$ cat src/rtl/io_switch_debounce_pkg.sv
// io_switch_debounce_pkg
//   Shared constants and elaboration-time helpers for the switch/key input
//   conditioning block (io_switch_debounce and its per-bit debouncer).
//   Contents:
//     NUM_PORTS               number of switch ports handled by the top (2)
//     WIDTH_DEFAULT           default bits per port
//     DEBOUNCE_CYCLES_DEFAULT default hold time in io_clk cycles
//     PORT_RESET_BIT          value every debounced output bit takes in reset
//     clog2 / cnt_width       counter sizing helpers
package io_switch_debounce_pkg;

  localparam int NUM_PORTS               = 2;
  localparam int WIDTH_DEFAULT           = 5;
  localparam int DEBOUNCE_CYCLES_DEFAULT = 250000;
  localparam logic PORT_RESET_BIT        = 1'b0;

  // Ceiling log2; clog2(1) = 0.
  function automatic int clog2(input int value);
    int result;
    result = 0;
    for (int i = 0; i < 31; i++) begin
      if ((1 << i) < value) begin
        result = i + 1;
      end
    end
    return result;
  endfunction

  // Stability counter width; at least one bit so DEBOUNCE_CYCLES=1 still
  // elaborates a legal (never incremented) counter.
  function automatic int cnt_width(input int cycles);
    int w;
    w = clog2(cycles);
    return (w < 1) ? 1 : w;
  endfunction

endpackage

$ cat src/rtl/io_switch_debounce_bit.sv
// io_switch_debounce_bit
//   One switch bit: 2-flop synchronizer into io_clk followed by a stability
//   counter. The output only takes the synchronized level after that level
//   has differed from the output for DEBOUNCE_CYCLES consecutive cycles.
//   Ports:
//     io_clk  in   clock, all state on posedge
//     reset   in   synchronous active-high reset
//     raw_i   in   raw asynchronous switch level
//     out_o   out  debounced level (registered)
module io_switch_debounce_bit
  import io_switch_debounce_pkg::*;
#(
  parameter int DEBOUNCE_CYCLES = DEBOUNCE_CYCLES_DEFAULT
) (
  input  logic io_clk,
  input  logic reset,
  input  logic raw_i,
  output logic out_o
);

  localparam int CNT_W = cnt_width(DEBOUNCE_CYCLES);
  localparam logic [CNT_W-1:0] CNT_LAST = CNT_W'(DEBOUNCE_CYCLES - 1);

  logic             sync1_q;
  logic             sync2_q;
  logic             out_q;
  logic             out_d;
  logic [CNT_W-1:0] cnt_q;
  logic [CNT_W-1:0] cnt_d;

  // Any cycle where the synchronized level agrees with the output restarts
  // the count, so a bounce always costs a full new hold period.
  always_comb begin
    cnt_d = cnt_q;
    out_d = out_q;
    if (sync2_q == out_q) begin
      cnt_d = '0;
    end else if (cnt_q == CNT_LAST) begin
      out_d = sync2_q;
      cnt_d = '0;
    end else begin
      cnt_d = cnt_q + CNT_W'(1);
    end
  end

  always_ff @(posedge io_clk) begin
    if (reset) begin
      sync1_q <= PORT_RESET_BIT;
      sync2_q <= PORT_RESET_BIT;
      out_q   <= PORT_RESET_BIT;
      cnt_q   <= '0;
    end else begin
      sync1_q <= raw_i;
      sync2_q <= sync1_q;
      out_q   <= out_d;
      cnt_q   <= cnt_d;
    end
  end

  assign out_o = out_q;

endmodule

$ cat src/rtl/io_switch_debounce.sv
// io_switch_debounce
//   Conditions the raw board switch/key inputs before the I/O input register
//   stage. Every bit of both ports is synchronized and debounced on its own;
//   a registered one-cycle strobe per port flags any change of that port.
//   Ports:
//     io_clk        in   sole clock
//     reset         in   synchronous active-high reset
//     sw_raw0/1     in   raw asynchronous switch inputs, WIDTH bits per port
//     in_port0/1    out  debounced ports (registered)
//     port_changed  out  bit p high for one cycle after in_portp changed
module io_switch_debounce
  import io_switch_debounce_pkg::*;
#(
  parameter int WIDTH           = WIDTH_DEFAULT,
  parameter int DEBOUNCE_CYCLES = DEBOUNCE_CYCLES_DEFAULT
) (
  input  logic                 io_clk,
  input  logic                 reset,
  input  logic [WIDTH-1:0]     sw_raw0,
  input  logic [WIDTH-1:0]     sw_raw1,
  output logic [WIDTH-1:0]     in_port0,
  output logic [WIDTH-1:0]     in_port1,
  output logic [NUM_PORTS-1:0] port_changed
);

  logic [NUM_PORTS-1:0][WIDTH-1:0] raw_w;
  logic [NUM_PORTS-1:0][WIDTH-1:0] deb_w;
  logic [NUM_PORTS-1:0][WIDTH-1:0] prev_q;
  logic [NUM_PORTS-1:0]            changed_q;
  logic [NUM_PORTS-1:0]            changed_d;

  assign raw_w[0] = sw_raw0;
  assign raw_w[1] = sw_raw1;

  generate
    for (genvar gi = 0; gi < NUM_PORTS; gi++) begin : g_port
      for (genvar gb = 0; gb < WIDTH; gb++) begin : g_bit
        io_switch_debounce_bit #(
          .DEBOUNCE_CYCLES(DEBOUNCE_CYCLES)
        ) u_bit (
          .io_clk(io_clk),
          .reset (reset),
          .raw_i (raw_w[gi][gb]),
          .out_o (deb_w[gi][gb])
        );
      end
      // The debounced value is already registered; comparing it with its
      // one-cycle-old copy gives a strobe one cycle after the update.
      assign changed_d[gi] = (deb_w[gi] != prev_q[gi]);
    end
  endgenerate

  always_ff @(posedge io_clk) begin
    if (reset) begin
      prev_q    <= {(NUM_PORTS*WIDTH){PORT_RESET_BIT}};
      changed_q <= '0;
    end else begin
      prev_q    <= deb_w;
      changed_q <= changed_d;
    end
  end

  assign in_port0     = deb_w[0];
  assign in_port1     = deb_w[1];
  assign port_changed = changed_q;

endmodule

$ cat config.mk
export PLATFORM = sky130hd
export DESIGN_NAME = io_switch_debounce
export DESIGN_NICKNAME = d
export VERILOG_FILES = /design/src/rtl/io_switch_debounce_pkg.sv /design/src/rtl/io_switch_debounce_bit.sv /design/src/rtl/io_switch_debounce.sv
export SDC_FILE = /design/constraint.sdc
export NUM_CORES = 1
export LEC_CHECK = 0
export CORE_ASPECT_RATIO = 1.2
export CORE_MARGIN = 1.5
export CORE_UTILIZATION = 45
export CTS_CLUSTER_SIZE = 30
export DETAILED_ROUTE_END_ITERATION = 10
export SETUP_SLACK_MARGIN = 0.05
export SLEW_MARGIN = 0
export SYNTH_ARGS = -nofsm -noshare
export SYNTH_HDL_FRONTEND = slang
export SYNTH_SLANG_ARGS = --single-unit
$ cat constraint.sdc
create_clock -name io_clk -period 5.2 [get_ports io_clk]
set_input_delay 1.04 -clock io_clk [delete_from_list [all_inputs] [get_ports io_clk]]
set_output_delay 1.04 -clock io_clk [all_outputs]
set_load 0.01 [all_outputs]
==> impl_metrics.csv, run 1 <==
group,metric,value,unit
place,place_congestion,0.785,
worst_setup_path,cp_cell_sequence,"clkdlybuf4s50_1",
place,pre_cts_slack,2.44,ns
power,p_leak,3.21,nW
timing,setup_violations,0,
synth,syn_inst,1083,
routing,drcViolationCount,0,
worst_setup_path,crit_family,"buffers and inverters",
power,peakVddDrop,256,uV
global_routing,antenna_found_initial,0,
synth,ys_ff_latch,222,
die,dieHeight,164,um
worst_setup_path,cp.arrival,1.55,ns
timing,hold_viol_final,0,
clock_tree,cts_setup_buffers,0,
final_layout,final_cells,1381,
worst_setup_path,critPathKind,"flip-flop to primary output",
timing,finalCritPeriodShare,0.498,
clock_tree,cts_hold_buffers,0,
worst_setup_path,critPathBufInv,1,
routing,routed_via_density,5.18,
timing,period_needed,2.59,ns
global_routing,grt-ovfl-total,0,
synth,seq_area_frac_synth,0.460,
synth,synth.top_cell.area_share,0.460,
timing,fin_ws,2.61,ns
synth,synth.largest_area_cell,"dfxtp_1",
routing,totalWireLength,17.5,mm
clock_tree,clock_path_buffers,3,
routing,drtIter0Drc,263,
clock_tree,cts-root-buf,"clkbuf_16",
final_layout,fillCellCount,2008,
global_routing,grt_first_pass_wirelength,30.6,mm
place,port_buffers,23,
worst_setup_path,slowest_stage,"clkdlybuf4s50_1",
timing,rsz0062_at_grt,"false",
synth,synth_edf_count,0,
synth,syn_nets,1105,
routing,first_pass_iters,4,
final_layout,num_antenna_cells,0,
routing,num_vias,7149,
global_routing,grt_use_total,0.161,
die,dieArea,22400,um^2
worst_setup_path,slowest_delay,0.59,ns
final_layout,drive_gt1_frac,0.0603,
die,pin_count,24,
final_layout,multi_input_area,4910,um^2
place,hpwl,11.8,mm
clock_tree,clkTransAtPathRegs,0.06,ns
clock_tree,cts_buffers,24,
outcome,status,"finished clean",
synth,synthArstFlopShare,0,
die,num_rows,58,
synth,netlist_area,9670,um^2
routing,ant_nets,0,
synth,ys_warn_count,0,
timing,fmaxAchievable,386,MHz
worst_setup_path,critPathCaptureType,"primary output",
timing,setup_tns,0,ns
die,core,21000,um^2
worst_setup_path,critical_path_peak_fanout,5,
timing,worstMarginPinSlew,1.11,ns
synth,yosys-top-cells-count,"222 x dfxtp_1, 196 x nor2_1, 118 x xnor2_1",
worst_setup_path,worstPathRequired,4.16,ns
die,start_util,0.459,
worst_setup_path,start_kind,"flip-flop",
power,finalPower,3.48,mW
clock_tree,cts_tree,"done",
clock_tree,htree_num_levels,1,
routing,drt-wirelength-per-cell,12.7,um
place,place_inst,1340,
final_layout,nNetsFinal,1118,
timing,skew,0.00641,ns
synth,yosys-top-cells-area,"dfxtp_1 46%, xnor2_1 11%, nor2_1 7.6%",
timing,relSlewSlack,0.256,
clock_tree,cts_resized,0,
global_routing,grt_max_degree,46,
synth,synthDistinctLibCells,47,
timing,maxSlewViolCount,0,
final_layout,synthToLayoutAreaGrowth,12.2,%
clock_tree,cts_num_sinks,222,
synth,yosysMostFrequentCell,"dfxtp_1",
final_layout,regArea,4440,um^2
power,power.density,321,nW/um^2
die,die_x,137,um
run,maxCapViolCount,0,
global_routing,grt_pass1_vias,6818,
clock_tree,clk_latency,0.50,ns
synth,dominantRegCellSynth,"dfxtp_1",
hold_path,min_path_type,"flip-flop to flip-flop",
synth,avgSynthCellArea,8.93,um^2
## layout by cell type (no fill, tap or decap), drive strengths merged, types with 11 or more instances in the layout
cell	count
nand2	51
and3	14
o21ai	24
nor3	34
xnor2	118
nor2b	36
xor2	43
a21oi	16
dfxtp	222
or3	11
nor4	52
inv	27
nand3	63
nand4	58
nor2	196
clkdlybuf4s50	22
clkbuf	35
## state kept, by name (all words and copies together), names as in the netlist
signal and flops:
g_port.g_bit.u_bit.cnt_q 180, g_port.g_bit.u_bit.out_o 10, g_port.g_bit.u_bit.sync1_q 10, g_port.g_bit.u_bit.sync2_q 10
prev_q 10, port_changed 2
## where the power goes
group / internal [mW] / switching [mW]
sequential: 1.71 / 0.00552
clock: 1.07 / 0.658
combinational: 0.0169 / 0.0226
total: 2.80 / 0.686
## final cells by class
type,instances,area share
multi-input cells,796,0.452
flip-flops and latches,222,0.410
clock buffers,35,0.0676
well taps,270,0.0311
repair buffers,25,0.0221
inverters,27,0.00934
clock inverters,6,0.00784
## metal layers
metal  GRT usage  vias up  wire length, um  part of all wire
met5           0        -                0                 0
met4      0.0407        0              309             0.018
met3      0.0264       25              558             0.032
met2       0.279       78             8220              0.47
met1       0.208     3281             8410              0.48
li1            -     3765                -                 -
## path summary, 6_finish.rpt
check	slack [ns]	to	start	cells after the start
worst max-delay path	2.61	in_port1[4]	g_port[1].g_bit[4].u_bit.out_o	1
worst min-delay path	0.44	g_port[1].g_bit[1].u_bit.sync2_q	g_port[1].g_bit[1].u_bit.sync1_q	1
worst max register to register	2.88	g_port[0].g_bit[1].u_bit.cnt_q[10]	g_port[0].g_bit[1].u_bit.cnt_q[0]	5
worst min register to register	0.44	g_port[1].g_bit[1].u_bit.sync2_q	g_port[1].g_bit[1].u_bit.sync1_q	1
## cells by family (layout without fill, tap and decap cells)
group                    Yosys count  count (layout)  synth area share
adder cells (fa/ha/maj)           10              10            0.0129
AO/OA/AOI/OAI                     53              53            0.0375
XOR/XNOR                         161             161             0.146
multiplexers                       7               7           0.00777
buffers and inverters             65              93            0.0326
flip-flops                       222             222             0.460
AND/OR/NAND/NOR                  565             565             0.304
## through the flow
| step | hold slack [ns] | util | cell area (um^2) |
|---|---|---|---|
| after floorplan | 0.414 | - | 9670 |
| after global placement | 0.417 | 0.477 | 10000 |
| after detailed placement | 0.425 | 0.477 | 10000 |
| after CTS | 0.440 | 0.516 | 10800 |
| after global routing | 0.460 | 0.516 | 10800 |
| final | 0.436 | 0.516 | 10800 |
Power figures use the tool's default switching activity.
==> run 2: changes to the inputs <==
==> constraint.sdc (replaced) <==
create_clock -name io_clk -period 2.6 [get_ports io_clk]
set_input_delay 0.52 -clock io_clk [delete_from_list [all_inputs] [get_ports io_clk]]
set_output_delay 0.52 -clock io_clk [all_outputs]
set_load 0.01 [all_outputs]
==> run 2 against run 1 <==
Combinational power grew 130%. Die area unchanged. Total power grew 92%. Setup slack worse by 2.1 ns. Worst hold slack about the same. Flip-flop and latch count did not move. Final area up 0.24%. Sequential power rose by 99%. Clock skew rose by 0.0012 ns. Largest power group is now registers.
==> impl_metrics.csv, run 2 (synthesis gave the netlist of run 1 again) <==
group,metric,value,unit
outcome,status,"finished clean",
power,seqPwrFrac,0.514,
timing,rsz0062_at_grt,"false",
clock_tree,cts_buffers,24,
power,clockPowerShare,0.473,
power,cellInternalPower,5.32,mW
place,port_buffers,23,
worst_setup_path,reg2reg_to,"g_port[0].g_bit[3].u_bit.cnt_q[5]",
timing,relSlewSlack,0.541,
hold_path,min_path_cells,1,
place,place_congestion,0.826,
final_layout,num_antenna_cells,0,
clock_tree,cts_num_sinks,222,
hold_path,min_to,"g_port[0].g_bit[1].u_bit.sync2_q",
final_layout,nNetsFinal,1132,
worst_setup_path,worstPathRequired,2.08,ns
final_layout,synthToLayoutAreaGrowth,12.5,%
final_layout,fillCellCount,1986,
clock_tree,cts_resized,0,
worst_setup_path,r2r_slack,0.57,ns
routing,num_vias,7207,
worst_setup_path,crit_family,"buffers and inverters",
clock_tree,cts_hold_buffers,0,
worst_setup_path,reg2regPathDepth,6,
global_routing,antenna_found_initial,0,
global_routing,grt_first_pass_wirelength,31.3,mm
global_routing,grt-ovfl-total,0,
timing,skew,0.00759,ns
die,core,21000,um^2
final_layout,final_core_util,0.517,
power,switchingPower,1.36,mW
timing,finalCritPeriodShare,0.792,
die,dieArea,22400,um^2
place,hpwl,12.2,mm
die,die_x,137,um
place,place_inst,1354,
clock_tree,cts-root-buf,"clkbuf_16",
timing,maxSlewViolCount,0,
clock_tree,cts_tree,"done",
run,maxCapViolCount,0,
worst_setup_path,slowest_delay,0.58,ns
clock_tree,clk_latency,0.51,ns
power,finalPower,6.68,mW
worst_setup_path,crit_cells,1,
routing,first_pass_iters,7,
power,netSwitchingFraction,0.204,
clock_tree,cts_setup_buffers,0,
routing,drtIter0Drc,273,
worst_setup_path,slowest_stage,"clkdlybuf4s50_1",
routing,drt-wirelength-per-cell,12.7,um
routing,totalWireLength,17.7,mm
routing,routed_via_density,5.17,
hold_path,min_path_type,"flip-flop to flip-flop",
final_layout,largest_register_ffs,180,
global_routing,grt_pass1_vias,6825,
global_routing,grt_use_total,0.166,
power,pwr-share-comb,0.013,
clock_tree,htree_num_levels,1,
final_layout,drive_gt1_frac,0.0720,
timing,period_needed,2.06,ns
worst_setup_path,cp.arrival,1.54,ns
clock_tree,clkTransAtPathRegs,0.06,ns
worst_setup_path,reg2reg_from,"g_port[0].g_bit[3].u_bit.cnt_q[0]",
worst_setup_path,start_kind,"flip-flop",
timing,hold_viol_final,0,
final_layout,final_common_cell,"dfxtp_1",
worst_setup_path,critPathKind,"flip-flop to primary output",
power,p_leak,3.24,nW
routing,ant_nets,0,
final_layout,layout_common_cells,"222 x dfxtp_1, 196 x nor2_1, 118 x xnor2_1, 60 x nand3_1, 55 x nand4_1",
hold_path,min_from,"g_port[0].g_bit[1].u_bit.sync1_q",
timing,holdWs,0.436,ns
timing,fmaxAchievable,485,MHz
power,power.density,614,nW/um^2
worst_setup_path,critical_path_peak_fanout,4,
timing,setup_tns,0,ns
worst_setup_path,critPathBufInv,1,
die,num_rows,58,
worst_setup_path,critPathCaptureType,"primary output",
power,peakVddDrop,512,uV
clock_tree,clock_path_buffers,3,
worst_setup_path,cp_cell_sequence,"clkdlybuf4s50_1",
global_routing,grt_max_degree,26,
final_layout,final_cells,1395,
die,start_util,0.459,
routing,drcViolationCount,0,
die,dieHeight,164,um
timing,setup_violations,0,
timing,worstMarginPinSlew,0.682,ns
die,pin_count,24,
final_layout,regMostFlops,"g_port.g_bit.u_bit.cnt_q",
==> run 2: changes by cell type in the layout (fill, tap and decap cells not counted) <==
| cell | delta |
|---|---|
| clkbuf_8 | -3 |
| clkinv_2 | +6 |
| clkinvlp_4 | -1 |
| buf_4 | +14 |
| bufinv_16 | -2 |
==> run 2: stage by stage <==
step	setup slack, ns	instance area (um^2)
floorplan	0.748	9670
global placement	0.601	10100
detailed placement	0.548	10100
CTS	0.511	10900
global route	0.396	10900
finish	0.540	10900
==> run 2: layout make-up <==
cell class / instances / area [um^2] / area share
well taps: 270 / 338 / 0.0311
flip-flops and latches: 222 / 4440 / 0.409
inverters: 27 / 101 / 0.00932
clock inverters: 9 / 47.5 / 0.00437
clock buffers: 32 / 692 / 0.0636
multi-input cells: 796 / 4910 / 0.451
repair buffers: 39 / 345 / 0.0318
==> run 2: power groups by stage <==
stage / sequential (mW) / clock (mW) / combinational (mW)
after global routing: 3.43 / 3.43 / 0.102
after CTS: 3.43 / 3.27 / 0.0920
after global placement: 3.51 / 0 / 0.0910
after floorplan: 3.50 / 0 / 0.0556
after detailed placement: 3.51 / 0 / 0.0918
final: 3.43 / 3.15 / 0.0892
==> run 2: routing by layer <==
metal / vias to the layer above / wire length (um) / GRT usage
met3: 25 / 618 / 0.0292
met5: - / 0 / 0
met1: 3299 / 8500 / 0.219
li1: 3800 / - / -
met2: 83 / 8240 / 0.278
met4: 0 / 310 / 0.0455
==> run 2: how the worst max path moves through the flow <==
| stage | end | start | slack (ns) |
|---|---|---|---|
| 6_report | in_port0[3] | g_port[0].g_bit[3].u_bit.out_o | 0.54 |
| 5_1_grt | g_port[0].g_bit[3].u_bit.cnt_q[3] | g_port[0].g_bit[3].u_bit.cnt_q[0] | 0.40 |
| 3_5_place_dp | g_port[0].g_bit[3].u_bit.cnt_q[5] | g_port[0].g_bit[3].u_bit.cnt_q[0] | 0.55 |
| 3_3_place_gp | g_port[0].g_bit[3].u_bit.cnt_q[3] | g_port[0].g_bit[3].u_bit.cnt_q[0] | 0.60 |
| 2_1_floorplan | g_port[0].g_bit[1].u_bit.cnt_q[16] | g_port[0].g_bit[1].u_bit.cnt_q[0] | 0.75 |
| 4_1_cts | in_port0[1] | g_port[0].g_bit[1].u_bit.out_o | 0.51 |
